--- src/rtl/seq_pattern_gen_pkg.sv ---
// seq_pattern_gen_pkg: state encoding and len clamp shared by the generator and its detector bench
package seq_pattern_gen_pkg;
  typedef enum logic [1:0] {
    ST_IDLE  = 2'd0,
    ST_SHIFT = 2'd1,
    ST_GAP   = 2'd2,
    ST_DONE  = 2'd3
  } state_t;
  function automatic int clamp_len(input int len, input int max_len);
    return (len == 0 || len > max_len) ? max_len : len;
  endfunction
endpackage

--- src/rtl/seq_pattern_gen.sv ---
// seq_pattern_gen: Moore serial pattern generator, MSB-first, repeat passes with optional idle gap
// Ports: clk/rst (async active-high); i_start/i_pattern/i_len/i_repeat request a transfer while
// o_ready=1; o_out/o_valid carry the serial stream; o_done pulses one cycle after the last bit.
module seq_pattern_gen
  import seq_pattern_gen_pkg::*;
#(
  parameter int DATA_W     = 8,
  parameter int LEN_W      = $clog2(DATA_W + 1),
  parameter int RPT_W      = 4,
  parameter int GAP_CYCLES = 0
) (
  input  logic              clk,
  input  logic              rst,
  input  logic              i_start,
  input  logic [DATA_W-1:0] i_pattern,
  input  logic [LEN_W-1:0]  i_len,
  input  logic [RPT_W-1:0]  i_repeat,
  output logic              o_out,
  output logic              o_valid,
  output logic              o_ready,
  output logic              o_done
);
  localparam int GAP_W = GAP_CYCLES > 1 ? $clog2(GAP_CYCLES) : 1;
  state_t            r_state, w_next;
  logic [DATA_W-1:0] r_shift, r_hold, w_aligned;
  logic [LEN_W-1:0]  r_len, r_bit, w_len;
  logic [RPT_W-1:0]  r_pass;
  logic [GAP_W-1:0]  r_gap;
  logic              w_last;
  // the pattern is stored left-aligned so the bit on the wire is always the register MSB
  always_comb begin
    w_len     = LEN_W'(clamp_len(int'(i_len), DATA_W));
    w_aligned = i_pattern << (DATA_W - int'(w_len));
    w_last    = r_bit == '0;
  end
  always_ff @(posedge clk or posedge rst)
    if (rst) r_state <= ST_IDLE;
    else r_state <= w_next;
  always_comb begin
    w_next = ST_IDLE;
    case (r_state)
      ST_IDLE:  w_next = i_start ? ST_SHIFT : ST_IDLE;
      ST_SHIFT: w_next = !w_last ? ST_SHIFT : r_pass == '0 ? ST_DONE : GAP_CYCLES > 0 ? ST_GAP : ST_SHIFT;
      ST_GAP:   w_next = r_gap == '0 ? ST_SHIFT : ST_GAP;
      default:  w_next = ST_IDLE;
    endcase
  end
  always_ff @(posedge clk or posedge rst)
    if (rst) begin
      r_shift <= '0;
      r_hold  <= '0;
      r_len   <= '0;
      r_bit   <= '0;
      r_pass  <= '0;
      r_gap   <= '0;
    end else begin
      case (r_state)
        ST_IDLE: if (i_start) begin
          r_hold  <= w_aligned;
          r_shift <= w_aligned;
          r_len   <= w_len;
          r_bit   <= w_len - 1'b1;
          r_pass  <= i_repeat;
        end
        ST_SHIFT: if (!w_last) begin
          r_shift <= r_shift << 1;
          r_bit   <= r_bit - 1'b1;
        end else if (r_pass != '0) begin
          r_shift <= r_hold;
          r_bit   <= r_len - 1'b1;
          r_pass  <= r_pass - 1'b1;
          r_gap   <= GAP_W'(GAP_CYCLES - 1);
        end
        ST_GAP: r_gap <= r_gap - 1'b1;
        default: ;
      endcase
    end
  always_comb begin
    o_ready = r_state == ST_IDLE;
    o_valid = r_state == ST_SHIFT;
    o_done  = r_state == ST_DONE;
    o_out   = o_valid & r_shift[DATA_W-1];
  end
endmodule
--- config.mk ---
export PLATFORM = sky130hd
export DESIGN_NAME = seq_pattern_gen
export DESIGN_NICKNAME = d
export VERILOG_FILES = /design/src/rtl/seq_pattern_gen_pkg.sv /design/src/rtl/seq_pattern_gen.sv
export SDC_FILE = /design/constraint.sdc
export NUM_CORES = 1
export LEC_CHECK = 0
export CORE_AREA = 3 3 63 65
export CTS_CLUSTER_DIAMETER = 60
export CTS_CLUSTER_SIZE = 28
export DETAILED_ROUTE_END_ITERATION = 10
export DIE_AREA = 0 0 66 68
export PLACE_DENSITY = 0.9
export SYNTH_ARGS = -nofsm -noshare
export SYNTH_HDL_FRONTEND = slang
export SYNTH_SLANG_ARGS = --single-unit
--- constraint.sdc ---
create_clock -name clk -period 2.65 [get_ports clk]
set_input_delay 0.53 -clock clk [delete_from_list [all_inputs] [get_ports clk]]
set_output_delay 0.53 -clock clk [all_outputs]
set_load 0.005 [all_outputs]
==> results of run 1 <==
power by group:
part	leakage, nW	total, mW	switching (mW)	internal (mW)
sequential	0.395	0.794	0.149	0.645
clock	0.0242	0.241	0.147	0.0940
combinational	0.625	0.769	0.391	0.377
final cells by class:
| cell class | count | share of cell area, % |
|---|---|---|
| Multi-Input combinational cell | 174 | 47.6 |
| Sequential cell | 31 | 32.0 |
| Timing Repair Buffer | 41 | 15.0 |
| Tap cell | 46 | 2.38 |
| Clock buffer | 6 | 1.70 |
| Inverter | 8 | 1.34 |
path summary, 6_finish.rpt:
path / start / to / cells past startpoint
worst max-delay path: i_len[3] / r_hold[6] / 8
worst min-delay path: r_len[1] / r_len[1] / 2
worst max register to register: r_pass[0] / r_shift[5] / 7
worst min register to register: r_len[1] / r_len[1] / 2
max in group asynchronous: rst / r_bit[3] / 3
min in group asynchronous: rst / r_hold[2] / 3
critical path: stages:
cell	delay, ns
clkdlybuf4s50_1	0.48
nand2b_1	0.20
ha_1	0.30
buf_4	0.18
and3_2	0.17
a221o_2	0.34
o2111ai_1	0.27
nand3_1	0.11
placed cells by master (no fill, tap or decap), drive strengths merged, types with 2 or more instances in the layout:
master and instances:
nand2 31, dfrtp 31, clkdlybuf4s50 22, buf 19, o21ai 18, nor2 15
nand3 10, a21oi 9, a31oi 8, inv 8, clkbuf 6, nand2b 6
and2 5, nor3b 4, mux2i 4, o211ai 3, nor3 3, a211oi 3
o21bai 3, a22o 3, ha 3, o221ai 3, or2 3, a221oi 3
xnor2 3, or4b 3, xor2 2, o41ai 2, o31ai 2, or3 2
o2111ai 2, a22oi 2, nor4 2, nor2b 2, and3 2, a31o 2
sequential cells by signal, indices dropped and copies added, names as in the netlist:
name,cells
r_len,4
r_bit,4
r_gap,1
r_shift,8
r_hold,8
r_state,2
r_pass,4
cell families after synthesis:
logic type | count (synthesis) | synth area share, %
AND/OR/NAND/NOR | 91 | 25.0
AO/OA/AOI/OAI | 70 | 24.9
flip-flops | 31 | 38.2
buffers and inverters | 17 | 4.93
XOR/XNOR | 5 | 2.53
multiplexers | 5 | 2.53
adder cells (fa/ha/maj) | 3 | 1.85
through the flow:
stage / cell area, sq um / setup TNS [ns] / worst slack (ns) / hold slack, ns
6_report: 2420 / 0 / 0.277 / 0.485
5_1_grt: 2420 / 0 / 0.122 / 0.507
4_1_cts: 2420 / 0 / 0.306 / 0.484
3_5_place_dp: 2380 / -0.273 / -0.0584 / 0.463
3_3_place_gp: 2380 / 0 / 0.0190 / 0.452
2_1_floorplan: 2030 / 0 / 0.285 / 0.438
routing by layer:
metal,up-vias,routed length (microns),global-route usage [%]
met5,-,0,0
met4,0,182,13.2
met3,22,268,4.93
met2,88,2460,43.9
met1,912,2100,28.2
li1,899,-,-
==> impl_metrics.env, run 1 <==
export IMPL_die_w_microns=66
export IMPL_fin_cells=306
export IMPL_overflow=0
export IMPL_clk_latency_ns=0.33
export IMPL_synthDominantCellAreaShare_pct=38.2
export IMPL_fin_crit_sh_pct=89.5
export IMPL_final_max_slew_viol_count=0
export IMPL_leakagePower_nw=1.04
export IMPL_avgSynthCellArea_sq_um=9.14
export IMPL_relSlewSlack_pct=72.1
export IMPL_placedCellCount=300
export IMPL_async_reset_ff_share_pct=100
export IMPL_cp_required_ns=2.86
export IMPL_grt_total_usage_pct=24.7
export IMPL_start_util_pct=59.8
export IMPL_cp_max_fo=5
export IMPL_nets=283
export IMPL_ys_warn_count=0
export IMPL_core_area_sq_mm=0.00339
export IMPL_multiInputGateArea_sq_mm=0.00115
export IMPL_antenna_found_initial=0
export IMPL_cts_htree_levels=2
export IMPL_port_buffer_count=22
export IMPL_synth_area_leaders="dfrtp_1 (38%), nand2_1 (5.7%), o21ai_0 (4.2%)"
export IMPL_cp_start_kind="input pin"
export IMPL_drive_above_1_share_pct=19.6
export IMPL_die_area_sq_mm=0.00449
export IMPL_hp_class="register to register"
export IMPL_gp_congestion=0.869
export IMPL_syn_inst=222
export IMPL_fin_util_pct=71.5
export IMPL_fillers=262
export IMPL_io_pins=23
export IMPL_power_total_mw=1.80
export IMPL_synth_seq_cells=31
export IMPL_cp_end_kind="register"
export IMPL_power_density_mw_per_mm2=745
export IMPL_layout_area_seq_sq_um=776
export IMPL_grt_pass1_vias=1868
export IMPL_num_vias=1921
export IMPL_drc=0
export IMPL_grt_pass1_wl_mm=8.49
export IMPL_cts_resized=0
export IMPL_dieHeight_microns=68
export IMPL_dr_first_iter_drc_count=167
export IMPL_wl_mm=5.01
export IMPL_cts_setup_buffers=0
export IMPL_first_pass_iters=4
export IMPL_outcome="finished, final reports clean"
export IMPL_grt_max_degree=32
export IMPL_dp_hpwl_mm=3.76
export IMPL_rows=21
export IMPL_worst_slew_pin_slew_ns=0.417
export IMPL_hold_viol_final=0
export IMPL_fmax_ghz=0.421
export IMPL_numClockSinks=31
export IMPL_synthFlopType="dfrtp_1"
export IMPL_n_antenna_cell=0
export IMPL_finalCriticalPeriod_ns=2.37
export IMPL_root_buffer="clkbuf_4"
export IMPL_yosysTopAreaCell="dfrtp_1"
export IMPL_drtAntennaViolNets=0
export IMPL_post_drt_wl_per_cell_microns=16.4
export IMPL_drt_vias_per_instance=6.28
export IMPL_worstSetupPathType="input pin to register"
export IMPL_clkSlewWorstSetupHoldPaths_ns=0.09
export IMPL_worst_ir_drop_vdd_mv=0.280
export IMPL_seq_area_frac_synth_pct=38.2
export IMPL_rsz0062_at_grt="no"
export IMPL_clk_path_buf_depth=2
export IMPL_numCtsBuffers=5
export IMPL_synth_edf_count=0
export IMPL_ys_types=64
export IMPL_synth_net_count=244
export IMPL_cts_tree="built"
export IMPL_area_delta_synth_final_pct=19.4
export IMPL_holdBufCountCts=0
export IMPL_maxCapViolations=0
export IMPL_arrival_ns=2.59
export IMPL_setup_viol=0
export IMPL_synthesis_area_sq_mm=0.00203
export IMPL_synthTopCellsByCount="dfrtp_1 (31), nand2_1 (31), o21ai_0 (17)"
export IMPL_reg2reg_setup_slack_ns=0.70
export IMPL_skew_ns=0.00516
No activity file was read; power rests on OpenSTA's default activity.
==> inputs of run 2 (changes only) <==
--- a/config.mk
+++ b/config.mk
@@ -10,6 +10,7 @@
 export CTS_CLUSTER_SIZE = 28
 export DETAILED_ROUTE_END_ITERATION = 10
 export DIE_AREA = 0 0 66 68
+export MAX_ROUTING_LAYER = met4
 export PLACE_DENSITY = 0.9
 export SYNTH_ARGS = -nofsm -noshare
 export SYNTH_HDL_FRONTEND = slang
==> constraint.sdc (replaced) <==
create_clock -name clk -period 2.9 [get_ports clk]
set_input_delay 0.58 -clock clk [delete_from_list [all_inputs] [get_ports clk]]
set_output_delay 0.58 -clock clk [all_outputs]
set_load 0.005 [all_outputs]
==> run 2 against run 1 <==
  * Critical path depth decreased by 4
  * Register-to-register slack improved by 0.11 ns
  * Clock power increased by 22%
  * Largest cell class unchanged
==> impl_metrics.env, run 2 (synthesized netlist as in run 1, its figures left out) <==
export IMPL_pre_cts_ws_ns=0.110
export IMPL_core_area_sq_mm=0.00339
export IMPL_root_buffer="clkbuf_4"
export IMPL_leakagePower_nw=1.04
export IMPL_first_pass_iters=4
export IMPL_arrival_ns=1.97
export IMPL_cp_required_ns=2.32
export IMPL_hold_depth=2
export IMPL_area_delta_synth_final_pct=18.9
export IMPL_drc=0
export IMPL_final_max_slew_viol_count=0
export IMPL_cts_htree_levels=2
export IMPL_whs_endpoint="r_len[1]"
export IMPL_top_layer="met4"
export IMPL_num_vias=1860
export IMPL_finalCriticalPeriod_ns=2.55
export IMPL_dp_hpwl_mm=3.61
export IMPL_setup_viol=0
export IMPL_antenna_found_initial=0
export IMPL_dieHeight_microns=68
export IMPL_worst_ir_drop_vdd_mv=0.285
export IMPL_critPathMaxStageDelay_ns=0.50
export IMPL_dr_first_iter_drc_count=115
export IMPL_postLayoutCellArea_sq_mm=0.00241
export IMPL_skew_ns=0.00853
export IMPL_drt_vias_per_instance=6.14
export IMPL_port_buffer_count=22
export IMPL_die_w_microns=66
export IMPL_relSlewSlack_pct=58.7
export IMPL_holdBufCountCts=0
export IMPL_power_density_mw_per_mm2=715
export IMPL_drtAntennaViolNets=0
export IMPL_post_drt_wl_per_cell_microns=15.9
export IMPL_r2r_start="r_pass[0]"
export IMPL_worst_slew_pin_slew_ns=0.618
export IMPL_numClockSinks=31
export IMPL_cp_max_fo=19
export IMPL_io_pins=23
export IMPL_fin_tns_setup_ns=0
export IMPL_grt_total_usage_pct=25.0
export IMPL_fmax_ghz=0.391
export IMPL_reg2reg_to="r_shift[6]"
export IMPL_grt_max_degree=32
export IMPL_final_cell_mix="nand2_1 (31), dfrtp_1 (31), clkdlybuf4s50_1 (22), o21ai_0 (17), nor2_1 (15)"
export IMPL_clk_latency_ns=0.34
export IMPL_rsz0062_at_grt="no"
export IMPL_cts_tree="built"
export IMPL_cp_end_kind="output pin"
export IMPL_wl_met3_microns=257
export IMPL_timing_final_ws_setup_ns=0.345
export IMPL_met1_length_mm=2.06
export IMPL_clkSlewWorstSetupHoldPaths_ns=0.10
export IMPL_gp_congestion=0.897
export IMPL_grt_pass1_wl_mm=8.31
export IMPL_fillers=249
export IMPL_crit_path_top_delay_cell="clkdlybuf4s50_1"
export IMPL_worst_hold_startpoint="r_len[1]"
export IMPL_clk_path_buf_depth=2
export IMPL_worstPathCellList="nand2b_1, inv_2, and2_1, clkdlybuf4s50_1"
export IMPL_rows=21
export IMPL_nets=278
export IMPL_die_area_sq_mm=0.00449
export IMPL_n_antenna_cell=0
export IMPL_hp_class="register to register"
export IMPL_place_area_sq_mm=0.00234
export IMPL_hold_viol_final=0
export IMPL_numCtsBuffers=5
export IMPL_fin_crit_sh_pct=88.1
export IMPL_hold_slack_ns=0.484
export IMPL_cp_start_kind="register"
export IMPL_grt_pass1_vias=1825
export IMPL_overflow=0
export IMPL_largestRegisters="r_hold (8), r_shift (8)"
export IMPL_outcome="finished, final reports clean"
export IMPL_start_util_pct=59.8
export IMPL_cts_setup_buffers=0
export IMPL_path_delay_family="buffers and inverters"
export IMPL_drive_above_1_share_pct=18.7
export IMPL_cp_startpoint="r_state[1]"
export IMPL_power_total_mw=1.72
export IMPL_cp_num_buf_inv=2
export IMPL_reg2regPathDepth=7
export IMPL_wl_met2_mm=2.36
export IMPL_reg2reg_setup_slack_ns=0.81
export IMPL_maxCapViolations=0
export IMPL_cts_resized=0
export IMPL_worstSetupPathType="register to output pin"
export IMPL_wl_mm=4.81
run 2: cell types whose count changed in the layout (fill, tap and decap cells not counted):
cell      change
clkbuf_8      +2
buf_4         -5
run 2: worst reg2reg max path, delay by kind of cell (launching register included):
family          cells  cell delay [ns]
compound gates      1             0.17
fa+ha+maj           1             0.21
buf+inv             1             0.10
flops               1             0.40
simple gates        4             1.15
run 2: cell type report:
cell class | count | area, sq um | area share [%]
well taps | 46 | 57.6 | 2.39
flip-flops and latches | 31 | 776 | 32.2
clock buffers | 8 | 68.8 | 2.85
multi-input cells | 174 | 1150 | 47.8
inverters | 8 | 32.5 | 1.35
repair buffers | 36 | 325 | 13.5
run 2: how the worst max path moves through the flow:
| stage | slack [ns] | cells past startpoint | to |
|---|---|---|---|
| floorplan | 0.49 | 8 | r_shift[4] |
| CTS | 0.35 | 4 | o_out |
| finish | 0.35 | 4 | o_out |
| global route | 0.25 | 4 | o_out |
| global placement | 0.16 | 9 | r_shift[6] |
| detailed placement | 0.11 | 9 | r_shift[6] |
run 2: metal layers:
metal  GRT usage (%)  up-vias
li1                -      895
met1            30.4      876
met2            40.4       75
met3            3.61       14
met4            13.5        0
met5               -        -
run 2: where the power goes:
| group | switching, mW | leakage, nW | internal, mW |
|---|---|---|---|
| Clock | 0.152 | 0.0386 | 0.143 |
| Sequential | 0.136 | 0.395 | 0.590 |
| Combinational | 0.365 | 0.603 | 0.340 |
| Total | 0.653 | 1.04 | 1.07 |
run 2: stage by stage:
step | std cells | util [%]
after floorplan | 222 | -
after global placement | 295 | 69.1
after detailed placement | 295 | 69.1
after CTS | 303 | 71.2
after global routing | 303 | 71.2
final | 303 | 71.2
